$ cat src/rtl/genesis_pad_pkg.sv
// Shared definitions for the Genesis pad scanner: button bit positions and scan FSM states.
package genesis_pad_pkg;

    localparam int BTN_UP    = 0;
    localparam int BTN_DOWN  = 1;
    localparam int BTN_LEFT  = 2;
    localparam int BTN_RIGHT = 3;
    localparam int BTN_A     = 4;
    localparam int BTN_B     = 5;
    localparam int BTN_C     = 6;
    localparam int BTN_START = 7;
    localparam int BTN_X     = 8;
    localparam int BTN_Y     = 9;
    localparam int BTN_Z     = 10;
    localparam int BTN_MODE  = 11;
    localparam int BTN_W     = 12;

    localparam int PIN_W = 6;

    typedef enum logic [1:0] {
        ST_IDLE   = 2'd0,
        ST_PHASE  = 2'd1,
        ST_COMMIT = 2'd2
    } scan_state_t;

endpackage

$ cat src/rtl/pad_sync.sv
// Two-flop synchroniser for asynchronous pad pins; resets to the released (high) level.
module pad_sync #(
    parameter int WIDTH = 1
) (
    input  logic             clk,
    input  logic             reset,
    input  logic [WIDTH-1:0] din,
    output logic [WIDTH-1:0] dout
);

    logic [WIDTH-1:0] meta;

    always_ff @(posedge clk) begin
        if (reset) begin
            meta <= '1;
            dout <= '1;
        end else begin
            meta <= din;
            dout <= meta;
        end
    end

endmodule

$ cat src/rtl/genesis_pad_scanner.sv
// Active SEGA Genesis pad scanner: drives Select through the 3/6-button sequence,
// samples the synchronised pins and publishes a debounced active-high button vector.
module genesis_pad_scanner
    import genesis_pad_pkg::*;
#(
    parameter int POLL_DIV       = 833333,
    parameter int PHASE_CYCLES   = 500,
    parameter int SIX_BUTTON     = 1,
    parameter int DEBOUNCE_SCANS = 2
) (
    input  logic             clk,
    input  logic             reset,
    input  logic             up_z,
    input  logic             down_y,
    input  logic             left_x,
    input  logic             right,
    input  logic             a_b,
    input  logic             start_c,
    output logic             select_out,
    output logic [BTN_W-1:0] buttonsOut,
    output logic             pad_present,
    output logic             six_button,
    output logic             scan_valid
);

    localparam int POLL_W = (POLL_DIV > 2) ? $clog2(POLL_DIV) : 1;
    localparam int CYC_W  = $clog2(PHASE_CYCLES);
    localparam logic [POLL_W-1:0] POLL_LAST  = POLL_W'(POLL_DIV - 1);
    localparam logic [CYC_W-1:0]  CYC_LAST   = CYC_W'(PHASE_CYCLES - 1);
    localparam logic [2:0]        LAST_PHASE = (SIX_BUTTON != 0) ? 3'd7 : 3'd1;
    localparam logic [3:0]        DB_LIMIT   = 4'(DEBOUNCE_SCANS);

    logic [PIN_W-1:0] raw_pins;
    logic [PIN_W-1:0] synced;
    logic             pin_up, pin_down, pin_left, pin_right, pin_ab, pin_sc;

    scan_state_t      state, state_next;
    logic [POLL_W-1:0] poll_cnt;
    logic [CYC_W-1:0] cyc_cnt;
    logic [2:0]       phase, phase_next;
    logic             select_next;
    logic             phase_end, last_phase;

    logic             present, six;
    logic [BTN_W-1:0] scan_vec;
    logic [BTN_W-1:0] prev_vec;
    logic [3:0]       stable_cnt, stable_next;

    assign raw_pins = {start_c, a_b, right, left_x, down_y, up_z};

    pad_sync #(.WIDTH(PIN_W)) u_pad_sync (
        .clk   (clk),
        .reset (reset),
        .din   (raw_pins),
        .dout  (synced)
    );

    // Pins are active-low; everything downstream works with pressed = 1.
    assign pin_up    = ~synced[0];
    assign pin_down  = ~synced[1];
    assign pin_left  = ~synced[2];
    assign pin_right = ~synced[3];
    assign pin_ab    = ~synced[4];
    assign pin_sc    = ~synced[5];

    assign phase_end  = (cyc_cnt == CYC_LAST);
    assign last_phase = (phase == LAST_PHASE);

    always_comb begin
        state_next  = state;
        phase_next  = phase;
        select_next = 1'b1;
        case (state)
            ST_IDLE: begin
                if (poll_cnt == POLL_LAST) begin
                    state_next = ST_PHASE;
                    phase_next = 3'd0;
                end
            end
            ST_PHASE: begin
                if (phase_end) begin
                    if (last_phase) begin
                        state_next = ST_COMMIT;
                    end else begin
                        phase_next = phase + 3'd1;
                    end
                end
            end
            ST_COMMIT: state_next = ST_IDLE;
            default:   state_next = ST_IDLE;
        endcase
        // Select is registered, so it is computed from the phase being entered.
        if (state_next == ST_PHASE) begin
            select_next = phase_next[0];
        end
    end

    always_ff @(posedge clk) begin
        if (reset) begin
            state      <= ST_IDLE;
            phase      <= 3'd0;
            poll_cnt   <= '0;
            cyc_cnt    <= '0;
            select_out <= 1'b1;
        end else begin
            state      <= state_next;
            phase      <= phase_next;
            select_out <= select_next;
            case (state)
                ST_IDLE: begin
                    poll_cnt <= (poll_cnt == POLL_LAST) ? '0 : poll_cnt + POLL_W'(1);
                    cyc_cnt  <= '0;
                end
                ST_PHASE: begin
                    cyc_cnt <= phase_end ? '0 : cyc_cnt + CYC_W'(1);
                end
                default: begin
                    poll_cnt <= '0;
                    cyc_cnt  <= '0;
                end
            endcase
        end
    end

    always_ff @(posedge clk) begin
        if (reset) begin
            present  <= 1'b0;
            six      <= 1'b0;
            scan_vec <= '0;
        end else if (state == ST_IDLE && state_next == ST_PHASE) begin
            present  <= 1'b0;
            six      <= 1'b0;
            scan_vec <= '0;
        end else if (state == ST_PHASE && phase_end) begin
            case (phase)
                3'd0: begin
                    present            <= pin_left & pin_right;
                    scan_vec[BTN_A]     <= pin_ab;
                    scan_vec[BTN_START] <= pin_sc;
                end
                3'd1: begin
                    scan_vec[BTN_UP]    <= pin_up;
                    scan_vec[BTN_DOWN]  <= pin_down;
                    scan_vec[BTN_LEFT]  <= pin_left;
                    scan_vec[BTN_RIGHT] <= pin_right;
                    scan_vec[BTN_B]     <= pin_ab;
                    scan_vec[BTN_C]     <= pin_sc;
                end
                3'd4: begin
                    six <= pin_up & pin_down & pin_left & pin_right;
                end
                3'd5: begin
                    scan_vec[BTN_Z]    <= six & pin_up;
                    scan_vec[BTN_Y]    <= six & pin_down;
                    scan_vec[BTN_X]    <= six & pin_left;
                    scan_vec[BTN_MODE] <= six & pin_right;
                end
                default: ;
            endcase
        end
    end

    // Count of consecutive identical scans including this one, saturating at 15.
    always_comb begin
        stable_next = 4'd1;
        if (scan_vec == prev_vec) begin
            stable_next = (stable_cnt == 4'd15) ? 4'd15 : stable_cnt + 4'd1;
        end
    end

    always_ff @(posedge clk) begin
        if (reset) begin
            buttonsOut  <= '0;
            pad_present <= 1'b0;
            six_button  <= 1'b0;
            scan_valid  <= 1'b0;
            prev_vec    <= '0;
            stable_cnt  <= 4'd0;
        end else begin
            scan_valid <= (state == ST_COMMIT);
            if (state == ST_COMMIT) begin
                pad_present <= present;
                six_button  <= present & six;
                if (!present) begin
                    buttonsOut <= '0;
                    stable_cnt <= 4'd0;
                end else begin
                    stable_cnt <= stable_next;
                    prev_vec   <= scan_vec;
                    if (stable_next >= DB_LIMIT) begin
                        buttonsOut <= scan_vec;
                    end
                end
            end
        end
    end

endmodule

$ cat config.mk
export PLATFORM = sky130hd
export DESIGN_NAME = genesis_pad_scanner
export DESIGN_NICKNAME = d
export VERILOG_FILES = /design/src/rtl/genesis_pad_pkg.sv /design/src/rtl/pad_sync.sv /design/src/rtl/genesis_pad_scanner.sv
export SDC_FILE = /design/constraint.sdc
export NUM_CORES = 1
export LEC_CHECK = 0
export BUFFER_PORTS_ARGS = -buffer_cell sky130_fd_sc_hd__buf_2
export CORE_ASPECT_RATIO = 0.75
export CORE_MARGIN = 4
export CORE_UTILIZATION = 60
export CTS_BUF_LIST = sky130_fd_sc_hd__clkbuf_8
export CTS_CLUSTER_SIZE = 20
export DETAILED_ROUTE_END_ITERATION = 8
export PLACE_DENSITY_LB_ADDON = 0.3
export SETUP_SLACK_MARGIN = 0.05
export SLEW_MARGIN = 30
export SYNTH_ARGS = -nofsm -noshare
export SYNTH_HDL_FRONTEND = slang
export SYNTH_SLANG_ARGS = --single-unit
$ cat constraint.sdc
create_clock -name clk -period 2.95 [get_ports clk]
set_clock_uncertainty 0.2 [all_clocks]
set_input_delay 0.1475 -clock clk [delete_from_list [all_inputs] [get_ports clk]]
set_output_delay 0.1475 -clock clk [all_outputs]
set_load 0.01 [all_outputs]
==> results of run 1 <==
## placed cells by master, fill, tap and decap left out, drive strengths merged, types with 4 or more instances in the layout
cell	n
xor2	5
inv	10
o21ai	11
nand4	16
a31oi	7
or3	7
nand2	61
nand3b	7
nand2b	9
dfxtp	92
nand3	19
xnor2	16
nor2	22
and3	4
a22o	14
nor3	8
clkbuf	9
buf	28
or2	21
or2b	4
a21oi	45
nor4	11
dlygate4sd3	6
o211ai	4
ha	8
## worst max-delay path by stage
| stage | from | end |
|---|---|---|
| 3_3_place_gp | stable_cnt[0] | buttonsOut[3] |
| 3_5_place_dp | poll_cnt[0] | scan_vec[2] |
| 6_report | state[0] | stable_cnt[2] |
| 5_1_grt | state[0] | stable_cnt[2] |
| 4_1_cts | poll_cnt[0] | scan_vec[2] |
| 2_1_floorplan | poll_cnt[0] | poll_cnt[14] |
## final cells by class
type | instances | share of cell area, %
flip-flops and latches | 92 | 42.1
inverters | 9 | 0.773
repair buffers | 34 | 4.87
clock buffers | 9 | 2.83
multi-input cells | 325 | 45.2
well taps | 81 | 2.32
clock inverters | 6 | 1.86
## state kept, by name (all words and copies together), names as in the netlist, 2 cells and up
signal and cells:
prev_vec 12, buttonsOut 12, poll_cnt 20, cyc_cnt 9
u_pad_sync.meta 6, state 2, scan_vec 12, phase 3
u_pad_sync.dout 6, stable_cnt 4
## kinds of logic (layout without fill, tap and decap cells)
kind of cell               Yosys count  count (layout)  share of synthesized area [%]
AOI/OAI and AO/OA                   94              94                           14.9
and+or+nand+nor                    201             201                           27.7
xor gates and xnor gates            21              21                           4.67
muxes                                1               1                          0.254
adders and majority gates            8               8                           2.54
DFF                                 92              92                           46.7
buffers and inverters               27              58                           3.17
## worst max-delay path, stage by stage (launching register included)
cell	delay [ns]
dfxtp_1	0.44
and2b_1	0.33
nand2_1	0.32
nor4_1	0.60
o21ai_0	0.20
a211oi_1	0.27
## metal layers
layer	wire [um]	part of all wire, %	track usage, %
met3	616	7.4	6.57
met4	108	1.3	6.91
met1	4070	49	32.0
met5	0	0	0
met2	3510	42	32.6
## power groups by stage
stage / logic (mW) / registers (mW) / clock network, mW
3_3_place_gp: 0.0570 / 1.31 / 0
5_1_grt: 0.0759 / 1.28 / 0.957
4_1_cts: 0.0656 / 1.28 / 0.902
3_5_place_dp: 0.0595 / 1.31 / 0
2_1_floorplan: 0.0613 / 1.29 / 0
6_report: 0.0663 / 1.28 / 0.889
==> impl_metrics.csv, run 1 <==
group,metric,value,unit
setup_path,cp_max_fo,15,
clock_tree,cts_inserted_buffers,9,
drt,wirelength,8300,um
clock_tree,cts_tree,"done",
global_routing,grt_use_total,22.4,%
timing,final-hold-violation-count,0,
power,pwr-share-comb,3.0,%
timing,holdWs,0.120,ns
die,dieArea,0.00795,mm^2
clock_tree,post_cts_resized,0,
cells_and_area,utilization,68.8,%
die,chipWidth,102,um
synth,async_flop_share,0,%
cells_and_area,synthToLayoutAreaGrowth,10.9,%
power,p_seq_share,57.2,%
power,p_int,1.75,mW
drt,drc,0,
cells_and_area,antennaDiodeCount,0,
setup_path,r2r_setup_slack,0.50,ns
clock_tree,cts_buffer_depth,2,
setup_path,arrival,2.52,ns
synth,ys_warn_count,0,
setup_path,critPathRequiredTime,3.02,ns
cells_and_area,drive_above_1_share,14.7,%
drt,drt-initial-drc-count,182,
timing,rsz0062_at_grt,"no",
min_path,holdPathEnd,"scan_valid",
power,p_sw,0.479,mW
die,dieHeight,78.2,um
global_routing,grt_max_degree,44,
timing,setup_slack,0.500,ns
power,leakage,1.57,nW
die,rows,25,
synth,synth-edff-count,0,
die,start_util,62.1,%
drt,wire_per_inst,14.9,um
die,core-area,0.00635,mm^2
global_routing,grt_pass1_wl,14200,um
synth,netlist_area,0.00394,mm^2
clock_tree,clkTransAtPathRegs,0.08,ns
synth,syn_avg_cell_area,8.88,um^2
die,pin_count,24,
synth,synth_area_leaders,"dfxtp_1 (47%), nand2_1 (5.8%), a21oi_1 (5.7%), xnor2_1 (3.6%), or2_2 (3.3%)",
min_path,hold_class,"input pin to flop",
synth,yosysTopAreaCellShare,46.7,%
synth,synth_ff_type,"dfxtp_1",
cells_and_area,stdcell_area,0.00437,mm^2
power,clockPowerShare,39.8,%
placement,dp_hpwl,5770,um
clock_tree,cts_setup_buffers,0,
setup_path,critPathKind,"flop to flop",
synth,yosysTopAreaCell,"dfxtp_1",
status,outcome,"completed",
setup_path,worst-r2r-cell-count,5,
power,max-vdd-ir-drop,0.356,mV
timing,fmax,408,MHz
timing,slew_violations,0,
min_path,hold-path-cell-count,2,
timing,relSlewSlack,37.6,%
setup_path,worstSetupStartpointType,"flop",
placement,placed_cells,535,
clock_tree,hold_buffers,6,
synth,ys_types,49,
clock_tree,htreeDepth,3,
power,p_per_area,511,mW/mm^2
cells_and_area,multi_input_comb_area,0.00198,mm^2
global_routing,antenna_found_initial,0,
synth,ys_ff_latch,92,
clock_tree,clkLatencyLatePin,0.36,ns
setup_path,crit-reg2reg-launch,"state[0]",
clock_tree,root_buffer,"clkbuf_8",
synth,synth_fp_nets,460,
placement,dpl_cell_area,0.00411,mm^2
power,p_sw_share,21.4,%
clock_tree,cts_num_sinks,92,
timing,fin_setup_tns,0,ns
job,maxCapViolations,0,
cells_and_area,seqCellArea,0.00184,mm^2
drt,ant_nets,0,
synth,ys_seq_area_share,46.7,%
placement,io_buffers,23,
drt,dr.pass1.iters,5,
global_routing,gr-total-overflow,0,
setup_path,regToRegEndpoint,"stable_cnt[2]",
timing,setup_viol,0,
cells_and_area,final_cells,556,
synth,netlist_instances,444,
power,p_total,2.23,mW
cells_and_area,n_fill_cell,486,
timing,worst_pin_slew,0.936,ns
synth,synthTopCellsByCount,"dfxtp_1 (92), nand2_1 (61), a21oi_1 (45)",
cells_and_area,final_nets,487,
synth,yosysMostFrequentCell,"dfxtp_1",
placement,place_ws,0.536,ns
timing,period_minus_slack,2.45,ns
drt,via_per_inst,5.88,
setup_path,end_kind,"flop",
min_path,min-delay-start,"reset",
timing,fin_crit_sh,83.1,%
placement,place.gp.congestion,0.910,
drt,vias,3268,
global_routing,grt_pass1_vias,2984,
No activity file was read; power rests on OpenSTA's default activity.
==> run 2: changes to the inputs <==
--- a/config.mk
+++ b/config.mk
@@ -8,7 +8,7 @@
 export BUFFER_PORTS_ARGS = -buffer_cell sky130_fd_sc_hd__buf_2
 export CORE_ASPECT_RATIO = 0.75
 export CORE_MARGIN = 4
-export CORE_UTILIZATION = 60
+export CORE_UTILIZATION = 56
 export CTS_BUF_LIST = sky130_fd_sc_hd__clkbuf_8
 export CTS_CLUSTER_SIZE = 20
 export DETAILED_ROUTE_END_ITERATION = 8
==> constraint.sdc (replaced) <==
create_clock -name clk -period 2.18 [get_ports clk]
set_clock_uncertainty 0.2 [all_clocks]
set_input_delay 0.109 -clock clk [delete_from_list [all_inputs] [get_ports clk]]
set_output_delay 0.109 -clock clk [all_outputs]
set_load 0.01 [all_outputs]
==> impl_metrics.csv, run 2 (synthesis gave the netlist of run 1 again) <==
group,metric,value,unit
timing,relSlewSlack,59.2,%
die,dieHeight,80.7,um
cells_and_area,drive_above_1_share,32.9,%
timing,setup_slack,-0.0287,ns
cells_and_area,final_common_cell,"dfxtp_1",
clock_tree,root_buffer,"clkbuf_8",
drt,ant_nets,0,
clock_tree,cts_num_sinks,92,
global_routing,grt_use_total,26.0,%
setup_path,critPathRequiredTime,2.24,ns
clock_tree,cts_inserted_buffers,9,
min_path,hold_class,"input pin to flop",
cells_and_area,utilization,77.5,%
clock_tree,htreeDepth,3,
timing,period_minus_slack,2.21,ns
die,dieArea,0.00846,mm^2
setup_path,r2r_setup_slack,-0.03,ns
cells_and_area,seqCellArea,0.00185,mm^2
clock_tree,clkLatencyLatePin,0.37,ns
global_routing,grt_pass1_wl,17100,um
timing,fmax,453,MHz
placement,io_buffers,23,
timing,worst_pin_slew,0.612,ns
cells_and_area,final_cells,637,
die,core-area,0.00683,mm^2
setup_path,end_kind,"flop",
placement,place_ws,-0.142,ns
cells_and_area,multi_input_comb_area,0.00225,mm^2
cells_and_area,final_nets,565,
power,leakage,2.06,nW
clock_tree,cts_buffer_depth,2,
clock_tree,cts_tree,"done",
placement,dp_hpwl,6930,um
global_routing,antenna_found_initial,0,
placement,placed_cells,593,
power,max-vdd-ir-drop,0.419,mV
cells_and_area,n_fill_cell,428,
cells_and_area,layout_common_cells,"dfxtp_1 (89), buf_4 (72), nand2_1 (61)",
global_routing,grt_pass1_vias,3453,
die,pin_count,24,
timing,final-hold-violation-count,0,
setup_path,worstSetupStartpointType,"flop",
power,p_per_area,621,mW/mm^2
timing,slew_violations,0,
drt,drc,0,
timing,rsz0062_at_grt,"yes",
die,chipWidth,105,um
status,violations,"setup timing",
drt,drt-initial-drc-count,327,
cells_and_area,antennaDiodeCount,0,
drt,dr.pass1.iters,5,
timing,setup_viol,13,
setup_path,arrival,2.27,ns
setup_path,cp_max_fo,6,
global_routing,gr-total-overflow,0,
drt,wirelength,11700,um
placement,place.gp.congestion,0.884,
job,maxCapViolations,0,
die,rows,26,
timing,fin_setup_tns,-0.192,ns
timing,fin_crit_sh,101,%
drt,wire_per_inst,18.4,um
clock_tree,clkTransAtPathRegs,0.09,ns
global_routing,grt_max_degree,43,
status,outcome,"complete, but fails checks",
cells_and_area,regMostFlops,"poll_cnt",
power,p_total,3.29,mW
setup_path,critPathKind,"flop to flop",
die,start_util,57.7,%
cells_and_area,synthToLayoutAreaGrowth,34.3,%
drt,via_per_inst,6.21,
cells_and_area,largest_reg_flops,20,
drt,vias,3954,
## run 2: changes by cell type in the layout (fill, tap and decap cells not counted), moves of 4 or more
cell and delta:
buf_4 +67, buf_6 +5, xnor2_1 -4, nor4_1 -4
o21ai_1 +5, xnor2_2 +4, o21ai_0 -6
## run 2: worst paths after layout
kind                                      endpoint  cells past startpoint               start
worst max register to register       buttonsOut[1]                      7         prev_vec[9]
worst max-delay path                 buttonsOut[1]                      7         prev_vec[9]
worst min register to register  u_pad_sync.dout[0]                      1  u_pad_sync.meta[0]
worst min-delay path                   prev_vec[9]                      3               reset
## run 2: worst max-delay path, stage by stage, from the launching register on
cell and delay (ns):
dfxtp_1 0.33, xnor2_1 0.26, nand4_1 0.23, buf_4 0.20
nor4_2 0.29, o22ai_2 0.15, buf_4 0.19, a22o_1 0.23
## run 2: metal layers
layer | wire length (um) | global-route usage [%] | vias up
li1 | - | - | 1796
met1 | 5060 | 36.6 | 1874
met3 | 1090 | 6.35 | 47
met2 | 5320 | 39.7 | 237
met4 | 280 | 7.60 | 0
met5 | 0 | 0 | -
## run 2: cell type report
cell class	instances	share of cell area (%)
Clock inverter	5	2.03
Clock buffer	10	2.60
Sequential cell	92	34.9
Timing Repair Buffer	109	15.3
Tap cell	84	1.98
Inverter	9	0.638
Multi-Input combinational cell	328	42.6
## run 2: power breakdown
group	internal [mW]	switching [mW]
combinational	0.0790	0.0960
sequential	1.70	0.0131
clock	0.795	0.603
total	2.58	0.712
## run 2: per-stage QoR
step	instance area [um^2]	hold slack [ns]
2_1_floorplan	3940	0.0128
3_3_place_gp	4520	0.0911
3_5_place_dp	4530	0.0930
4_1_cts	5040	0.0840
5_1_grt	5300	0.152
6_report	5300	0.123
## run 2: timing repair
item | 4_1_cts | 5_1_grt
hold endpoints to repair | 6 | 0
buffers inserted | 9 | 10
gates resized for setup | 22 | 35
cloned | 1 | 3
setup endpoints to repair | 42 | 53
hold buffers | 6 | 0
pin swaps | 8 | 24
